**src/rtl/decoder_scan_if.sv**
```systemverilog
// Bus bundle for decoder_scan: control/select inputs plus decoded outputs.
// The master side drives the controls, the slave side (decoder_scan) drives the results.
interface decoder_scan_if #(
    parameter int SEL_W   = 3,
    parameter int DWELL_W = 4
);
    localparam int OUT_W = 2**SEL_W;

    logic               enable;
    logic               mode;
    logic [SEL_W-1:0]   in;
    logic               load;
    logic [DWELL_W-1:0] dwell;
    logic [OUT_W-1:0]   out;
    logic [SEL_W-1:0]   index;
    logic               wrap;

    modport master (
        output enable, mode, in, load, dwell,
        input  out, index, wrap
    );

    modport slave (
        input  enable, mode, in, load, dwell,
        output out, index, wrap
    );
endinterface

```
**src/rtl/decoder_scan.sv**
```systemverilog
// decoder_scan: one-hot line decoder with direct select and auto-scan modes.
// Optional build macro DECODER_SCAN_ACTIVE_LOW_EN inverts the decoded output
// (all-ones when idle, selected bit low when active); index and wrap are unaffected.
//
// state  | meaning
// IDLE   | disabled, out deasserted, index retained, dwell counter cleared
// DIRECT | out decodes index, index changes only on load
// SCAN   | index auto-advances every dwell+1 cycles, wrap pulses on 7->0 style rollover
module decoder_scan #(
    parameter int SEL_W   = 3,
    parameter int DWELL_W = 4
) (
    input  logic          clk,
    input  logic          rst_n,
    decoder_scan_if.slave bus
);
    localparam int OUT_W = 2**SEL_W;

    typedef enum logic [1:0] {
        IDLE   = 2'd0,
        DIRECT = 2'd1,
        SCAN   = 2'd2
    } state_t;

    state_t             state_q, state_d;
    logic [SEL_W-1:0]   index_q, index_d;
    logic [DWELL_W-1:0] cnt_q, cnt_d;
    logic               wrap_q, wrap_d;
    logic [OUT_W-1:0]   onehot;

    // State register.
    always_ff @(posedge clk or negedge rst_n) begin
        if (!rst_n) begin
            state_q <= IDLE;
        end else begin
            state_q <= state_d;
        end
    end

    // Index, dwell counter and wrap pulse registers.
    always_ff @(posedge clk or negedge rst_n) begin
        if (!rst_n) begin
            index_q <= '0;
            cnt_q   <= '0;
            wrap_q  <= 1'b0;
        end else begin
            index_q <= index_d;
            cnt_q   <= cnt_d;
            wrap_q  <= wrap_d;
        end
    end

    // Next state, next index/counter; load wins over a scan advance.
    always_comb begin
        state_d = state_q;
        index_d = index_q;
        cnt_d   = cnt_q;
        wrap_d  = 1'b0;
        if (!bus.enable) begin
            state_d = IDLE;
            cnt_d   = '0;
        end else begin
            state_d = bus.mode ? SCAN : DIRECT;
            if (bus.load) begin
                index_d = bus.in;
                cnt_d   = '0;
            end else if (bus.mode) begin
                if (state_q != SCAN) begin
                    // fresh entry into scan keeps the index and restarts the dwell
                    cnt_d = '0;
                end else if (cnt_q >= bus.dwell) begin
                    // >= so that lowering dwell below the running count advances at once
                    cnt_d   = '0;
                    index_d = index_q + SEL_W'(1);
                    wrap_d  = &index_q;
                end else begin
                    cnt_d = cnt_q + DWELL_W'(1);
                end
            end else begin
                cnt_d = '0;
            end
        end
    end

    // Output decode from registered state only.
    always_comb begin
        onehot = '0;
        if (state_q != IDLE) begin
            onehot[index_q] = 1'b1;
        end
`ifdef DECODER_SCAN_ACTIVE_LOW_EN
        bus.out = ~onehot;
`else
        bus.out = onehot;
`endif
        bus.index = index_q;
        bus.wrap  = wrap_q;
    end
endmodule

```
**src/flat_wrapper.sv**
```systemverilog
// flat-port wrapper written by rule: the top's interface ports become plain ports
module decoder_scan_flat 
#(
    parameter int SEL_W   = 3,
    parameter int DWELL_W = 4
)
  (clk, rst_n, bus_enable, bus_mode, bus_in, bus_load, bus_dwell, bus_out, bus_index, bus_wrap);
  decoder_scan_if #(.SEL_W(SEL_W), .DWELL_W(DWELL_W)) bus_i ();
  input  logic clk;
  input  logic rst_n;
  input wire logic [$bits(bus_i.enable)-1:0] bus_enable;
  input wire logic [$bits(bus_i.mode)-1:0] bus_mode;
  input wire logic [$bits(bus_i.in)-1:0] bus_in;
  input wire logic [$bits(bus_i.load)-1:0] bus_load;
  input wire logic [$bits(bus_i.dwell)-1:0] bus_dwell;
  output wire logic [$bits(bus_i.out)-1:0] bus_out;
  output wire logic [$bits(bus_i.index)-1:0] bus_index;
  output wire logic [$bits(bus_i.wrap)-1:0] bus_wrap;
  assign bus_i.enable = bus_enable;
  assign bus_i.mode = bus_mode;
  assign bus_i.in = bus_in;
  assign bus_i.load = bus_load;
  assign bus_i.dwell = bus_dwell;
  assign bus_out = bus_i.out;
  assign bus_index = bus_i.index;
  assign bus_wrap = bus_i.wrap;
  decoder_scan #(.SEL_W(SEL_W), .DWELL_W(DWELL_W)) u_core (.clk(clk), .rst_n(rst_n), .bus(bus_i));
endmodule
```
**config.mk**
```make
export PLATFORM = sky130hd
export DESIGN_NAME = decoder_scan_flat
export DESIGN_NICKNAME = d
export VERILOG_FILES = /design/src/rtl/decoder_scan_if.sv /design/src/rtl/decoder_scan.sv /design/src/flat_wrapper.sv
export SDC_FILE = /design/constraint.sdc
export NUM_CORES = 1
export LEC_CHECK = 0
export BUFFER_PORTS_ARGS = -buffer_cell sky130_fd_sc_hd__buf_2
export CORE_MARGIN = 2
export CORE_UTILIZATION = 34
export DETAILED_ROUTE_END_ITERATION = 7
export GPL_TIMING_DRIVEN = 0
export PLACE_DENSITY_LB_ADDON = 0.2
export SYNTH_ARGS = -nofsm -noshare
export SYNTH_HDL_FRONTEND = slang
export SYNTH_SLANG_ARGS = --single-unit
```
**constraint.sdc**
```tcl
create_clock -name clk -period 1.7 [get_ports clk]
set_input_delay 0 -clock clk [delete_from_list [all_inputs] [get_ports clk]]
set_output_delay 0 -clock clk [all_outputs]
set_load 0.02 [all_outputs]
```
==> impl_metrics.csv, run 1 <==
group,metric,value,unit
power,peakVddDrop,0.502,mV
timing,holdWs,0.0809,ns
floorplan,die_area,2160,um^2
grt,grt_max_degree,11,
synth,ys_types,24,
job,maxCapViolations,0,
critical_path,cp-start-kind,"flop",
timing,max_slew.worst_pin.slew,0.456,ns
layout,syn_to_final_growth,35.4,%
critical_path,worstPathRequired,1.84,ns
route,drt-pass1-iter-count,4,
synth,synth-edff-count,0,
timing,skew,0.00243,ns
layout,fin_nets,113,
synth,syn_nets,80,
synth,syn-cell-area,614,um^2
layout,multi_input_area,345,um^2
critical_path,cp_max_fo,3,
timing,fin_crit_sh,97.5,%
clock_network,cts_buffer_depth,2,
synth,async_flop_share,100,%
timing,maxClockFrequency,0.603,GHz
run_status,outcome,"complete, no violations",
power,internal_power,486,uW
floorplan,coreArea,1710,um^2
layout,fillers,178,
clock_network,clockRootBuffer,"clkbuf_4",
timing,slew_viol_final,0,
route,drt_drc_violations_left,0,
synth,seq_area_frac_synth,40.7,%
clock_network,insertion_delay,0.25,ns
synth,ys_seq_elements,10,
synth,ys.flop_type,"dfrtp_1",
power,power_leakage,0.443,nW
placed_design,io_buffers,23,
floorplan,rows,15,
critical_path,path_class,"reg2reg",
worst_hold_path,hp-class,"in2reg",
grt,grt_pass1_wl,1.89,mm
layout,n_antenna_cell,0,
route,wl,1.16,mm
synth,synth_most_common_cell,"nor2_1",
layout,drive_gt1_share,41.3,%
timing,rsz0062_at_grt,"yes",
timing,finalCriticalPeriod,1.66,ns
placed_design,gp_congestion,0.673,
clock_network,tritoncts,"yes",
floorplan,start_util,36.0,%
synth,synth_area_leader_cell,"dfrtp_1",
clock_network,cts_num_sinks,10,
critical_path,crit_path_end_kind,"flop",
synth,synth_warnings,0,
route,drtIter0Drc,9,
route,vias_per_cell,4.51,
route,ant_nets,0,
synth,synth_top_area_share,40.7,%
power,p_seq_share,42.2,%
critical_path,arrival,1.80,ns
power,swShare,37.8,%
route,routedWlPerCell,9.95,um
power,p_clk_share,19.2,%
grt,grt_overflow,0,
layout,register_area,250,um^2
power,p_comb_share,38.5,%
layout,fin_util,48.7,%
synth,synth_area_leaders,"dfrtp_1 41%, ha_1 14%, mux2_2 7.3%",
synth,synthCells,61,
synth,syn_area_per_cell,10.1,um^2
synth,synth_common_cells,"11 x nor2_1, 10 x dfrtp_1, 7 x ha_1, 6 x inv_1, 4 x mux2_2",
floorplan,io_pins,24,
timing,final-hold-violation-count,0,
floorplan,die_y,46.5,um
timing,setup_viol,0,
grt,antenna_found_initial,0,
route,vias,528,
power,power_density,939,nW/um^2
grt,track_usage,12.8,%
placed_design,dp.final_hpwl,919,um
clock_network,htreeDepth,1,
power,switchingPower,296,uW
clock_network,path_clk_slew,0.06,ns
grt,grt_pass1_vias,455,
floorplan,die_x,46.5,um
timing,relSlewSlack,69.3,%
clock_network,numCtsBuffers,3,
==> sequential cells by signal, indices dropped and copies added (netlist names) <==
| register | flops |
|---|---|
| u_core.state_q | 2 |
| u_core.bus.index | 3 |
| u_core.bus.wrap | 1 |
| u_core.cnt_q | 4 |
==> cell usage in the layout, fill, tap and decap left out, types with 2 or more instances in the layout <==
master	count
mux2_2	4
inv_1	6
clkbuf_4	3
nand2b_1	2
dfrtp_1	10
buf_2	23
buf_4	2
nand2_1	2
o21ai_0	2
dlygate4sd3_1	3
nor3_1	2
nor2_1	11
ha_1	7
==> worst max-delay path, stage by stage (launching register included) <==
cell and delay [ns]:
dfrtp_1 0.38, ha_1 0.27, o211ai_1 0.19, o21ai_2 0.11, a22oi_2 0.22, mux2_2 0.36
==> area by class of cell <==
class	count	share of cell area (%)
inverters	6	2.71
multi-input cells	45	41.5
well taps	25	3.76
clock buffers	3	2.71
repair buffers	28	19.2
flip-flops and latches	10	30.1
==> worst paths after layout <==
path | start | depth (start not counted) | slack [ns] | end
setup / recovery | u_core.cnt_q[1] | 5 | 0.04 | u_core.bus.index[0]
hold / removal | bus_in[1] | 3 | 0.08 | u_core.bus.index[1]
setup reg to reg | u_core.cnt_q[1] | 5 | 0.04 | u_core.bus.index[0]
hold reg to reg | u_core.cnt_q[0] | 2 | 0.53 | u_core.cnt_q[0]
max in group asynchronous | rst_n | 2 | 1.38 | u_core.cnt_q[1]
min in group asynchronous | rst_n | 2 | 0.13 | u_core.bus.wrap
==> stage by stage <==
stage | worst slack [ns] | setup TNS, ns | instances | total power [mW] | instance area (um^2)
5_1_grt | -0.0649 | -0.165 | 117 | 0.858 | 832
2_1_floorplan | 0.0707 | 0 | 61 | 0.525 | 614
3_5_place_dp | -0.0493 | -0.116 | 109 | 0.633 | 761
4_1_cts | 0.0212 | 0 | 116 | 0.797 | 821
3_3_place_gp | -0.0247 | -0.0643 | 109 | 0.625 | 761
6_report | 0.0430 | 0 | 117 | 0.782 | 832
==> logic make-up (layout without fill, tap and decap cells) <==
family                     Yosys count  count (layout)  share of synthesized area (%)
and+or+nand+nor                     24              24                           21.0
DFF                                 10              10                           40.7
adders and majority gates            7               7                           14.3
AOI/OAI and AO/OA                    7               7                           8.35
buffers and inverters                6              37                           3.67
muxes                                5               5                           9.16
xor gates and xnor gates             2               2                           2.85
==> repair_timing <==
action | in CTS | in global routing
hold buffers | 3 | 0
buffers inserted | 1 | 1
gates resized for setup | 0 | 1
endpoints found under the setup margin | 3 | 3
pin swaps | 1 | 4
endpoints found under the hold margin | 12 | 0
==> metal layers <==
| layer | up-vias | global-route usage (%) | share of wire [%] |
|---|---|---|---|
| li1 | 271 | - | - |
| met2 | 9 | 18.1 | 47 |
| met1 | 246 | 16.8 | 47 |
| met5 | - | 0 | 0 |
| met3 | 2 | 5.88 | 4.6 |
| met4 | 0 | 5.14 | 1.0 |
==> power by group through the flow <==
stage | Clock, mW | Combinational [mW] | Sequential (mW)
2_1_floorplan | 0 | 0.166 | 0.359
3_3_place_gp | 0 | 0.294 | 0.331
3_5_place_dp | 0 | 0.299 | 0.333
4_1_cts | 0.162 | 0.306 | 0.330
5_1_grt | 0.178 | 0.342 | 0.338
6_report | 0.150 | 0.301 | 0.330
Note: power is estimated with default switching activity, not from simulation.
==> run 2, diff against run 1 <==
--- a/config.mk
+++ b/config.mk
@@ -6,7 +6,6 @@
 export NUM_CORES = 1
 export LEC_CHECK = 0
 export BUFFER_PORTS_ARGS = -buffer_cell sky130_fd_sc_hd__buf_2
-export CORE_MARGIN = 2
 export CORE_UTILIZATION = 34
 export DETAILED_ROUTE_END_ITERATION = 7
 export GPL_TIMING_DRIVEN = 0
==> run 2 against run 1 <==
Via count down 0.57%; register-to-register slack worse by 0.02 ns; fmax down 1.0%; cell area up 4.7%; worst setup slack worse by 0.017 ns; clock skew up 0.0016 ns; sequential power about the same; global-route usage up 1.9 points; total power up 11%.
==> impl_metrics.csv, run 2 (synthesis results as in run 1) <==
group,metric,value,unit
timing,skew,0.00402,ns
floorplan,io_pins,24,
timing,fin_crit_sh,98.5,%
layout,regMostFlops,"u_core.cnt_q",
critical_path,crit_path_end_kind,"flop",
clock_network,insertion_delay,0.26,ns
worst_hold_path,hp-class,"in2reg",
timing,setup_viol,0,
layout,n_antenna_cell,0,
route,vias_per_cell,4.41,
layout,final_cell_mix,"23 x buf_2, 11 x nor2_1, 10 x dfrtp_1, 7 x ha_1, 6 x inv_1",
placed_design,dpl_cell_area,759,um^2
placed_design,dp.cells,108,
floorplan,die_x,44.5,um
layout,fin_util,54.6,%
route,met2WireLength,563,um
route,drt_drc_violations_left,0,
power,peakVddDrop,0.622,mV
timing,maxClockFrequency,0.597,GHz
run_status,outcome,"complete, no violations",
route,drtIter0Drc,6,
timing,slew_viol_final,0,
route,wl_met1,568,um
timing,relSlewSlack,71.4,%
clock_network,numCtsBuffers,3,
clock_network,htreeDepth,1,
grt,grt_pass1_wl,2.04,mm
clock_network,cts_num_sinks,10,
power,power_leakage,0.475,nW
floorplan,start_util,38.5,%
layout,syn_to_final_growth,41.8,%
floorplan,coreArea,1590,um^2
layout,final_common_cell,"buf_2",
clock_network,cts_buffer_depth,2,
route,dr_wl_met3,50,um
critical_path,arrival,1.82,ns
floorplan,rows,14,
timing,final-hold-violation-count,0,
critical_path,cp_max_fo,3,
power,power_density,1000,nW/um^2
floorplan,die_area,1980,um^2
clock_network,clockRootBuffer,"clkbuf_4",
layout,fin_nets,115,
placed_design,io_buffers,23,
timing,rsz0062_at_grt,"yes",
route,routedWlPerCell,10.2,um
floorplan,die_y,44.5,um
layout,largest_reg_flops,4,
timing,holdWs,0.0860,ns
layout,fin_area,871,um^2
grt,track_usage,14.7,%
clock_network,tritoncts,"yes",
route,vias,525,
placed_design,gp_congestion,0.651,
job,maxCapViolations,0,
route,wl,1.21,mm
grt,grt_overflow,0,
timing,max_slew.worst_pin.slew,0.425,ns
placed_design,dpl_worst_slack,-0.0523,ns
layout,fin_cells,119,
critical_path,cp-start-kind,"flop",
clock_network,path_clk_slew,0.07,ns
route,drt-pass1-iter-count,4,
layout,fillers,149,
power,power.total,871,uW
timing,finalCriticalPeriod,1.67,ns
critical_path,path_class,"reg2reg",
layout,drive_gt1_share,44.2,%
route,top_layer,"met4",
route,ant_nets,0,
grt,grt_max_degree,11,
critical_path,worstPathRequired,1.85,ns
timing,fin_tns_setup,0,ns
grt,grt_pass1_vias,504,
grt,antenna_found_initial,0,
timing,setup_slack,0.0257,ns
==> run 2: cell count changes in the layout (fill, tap and decap cells not counted), sizes merged <==
| cell | before | now |
|---|---|---|
| buf | 25 | 27 |
| clkbuf | 3 | 4 |
==> run 2: layout make-up <==
class / count / area, um^2 / area share (%)
Multi-Input combinational cell: 45 / 357 / 40.9
Sequential cell: 10 / 250 / 28.7
Timing Repair Buffer: 30 / 175 / 20.1
Clock buffer: 4 / 36.3 / 4.17
Tap cell: 24 / 30.0 / 3.45
Inverter: 6 / 22.5 / 2.59
==> run 2: timing repair <==
item | 4_1_cts | 5_1_grt
pin swaps | 1 | 4
endpoints found under the setup margin | 3 | 3
endpoints found under the hold margin | 12 | 0
setup buffers | 1 | 3
resized for setup | 0 | 4
hold buffers | 3 | 0
==> run 2: worst paths after layout <==
| kind | slack [ns] | startpoint | cells after the start | end |
|---|---|---|---|---|
| setup reg to reg | 0.03 | u_core.cnt_q[1] | 5 | u_core.bus.index[2] |
| setup / recovery | 0.03 | u_core.cnt_q[1] | 5 | u_core.bus.index[2] |
| max in group asynchronous | 1.39 | rst_n | 2 | u_core.cnt_q[1] |
| hold / removal | 0.09 | bus_in[0] | 4 | u_core.bus.index[0] |
| hold reg to reg | 0.58 | u_core.cnt_q[3] | 2 | u_core.cnt_q[3] |
| min in group asynchronous | 0.12 | rst_n | 2 | u_core.bus.index[1] |
==> run 2: where the power goes <==
part | total [mW] | switching (mW) | internal [mW]
clock network | 0.211 | 0.0807 | 0.130
logic | 0.331 | 0.173 | 0.158
registers | 0.329 | 0.0586 | 0.271
total | 0.871 | 0.312 | 0.559
==> run 2: critical path: stages (launching register included) <==
cell,delay (ns)
dfrtp_1,0.38
ha_1,0.28
o211ai_1,0.19
o21ai_2,0.10
a22oi_2,0.28
mux2_4,0.33
==> run 2: layer usage <==
metal,global-route usage [%],up-vias
met5,0,-
met3,3.67,4
met1,17.4,231
met2,22.9,15
li1,-,275
met4,10.9,0
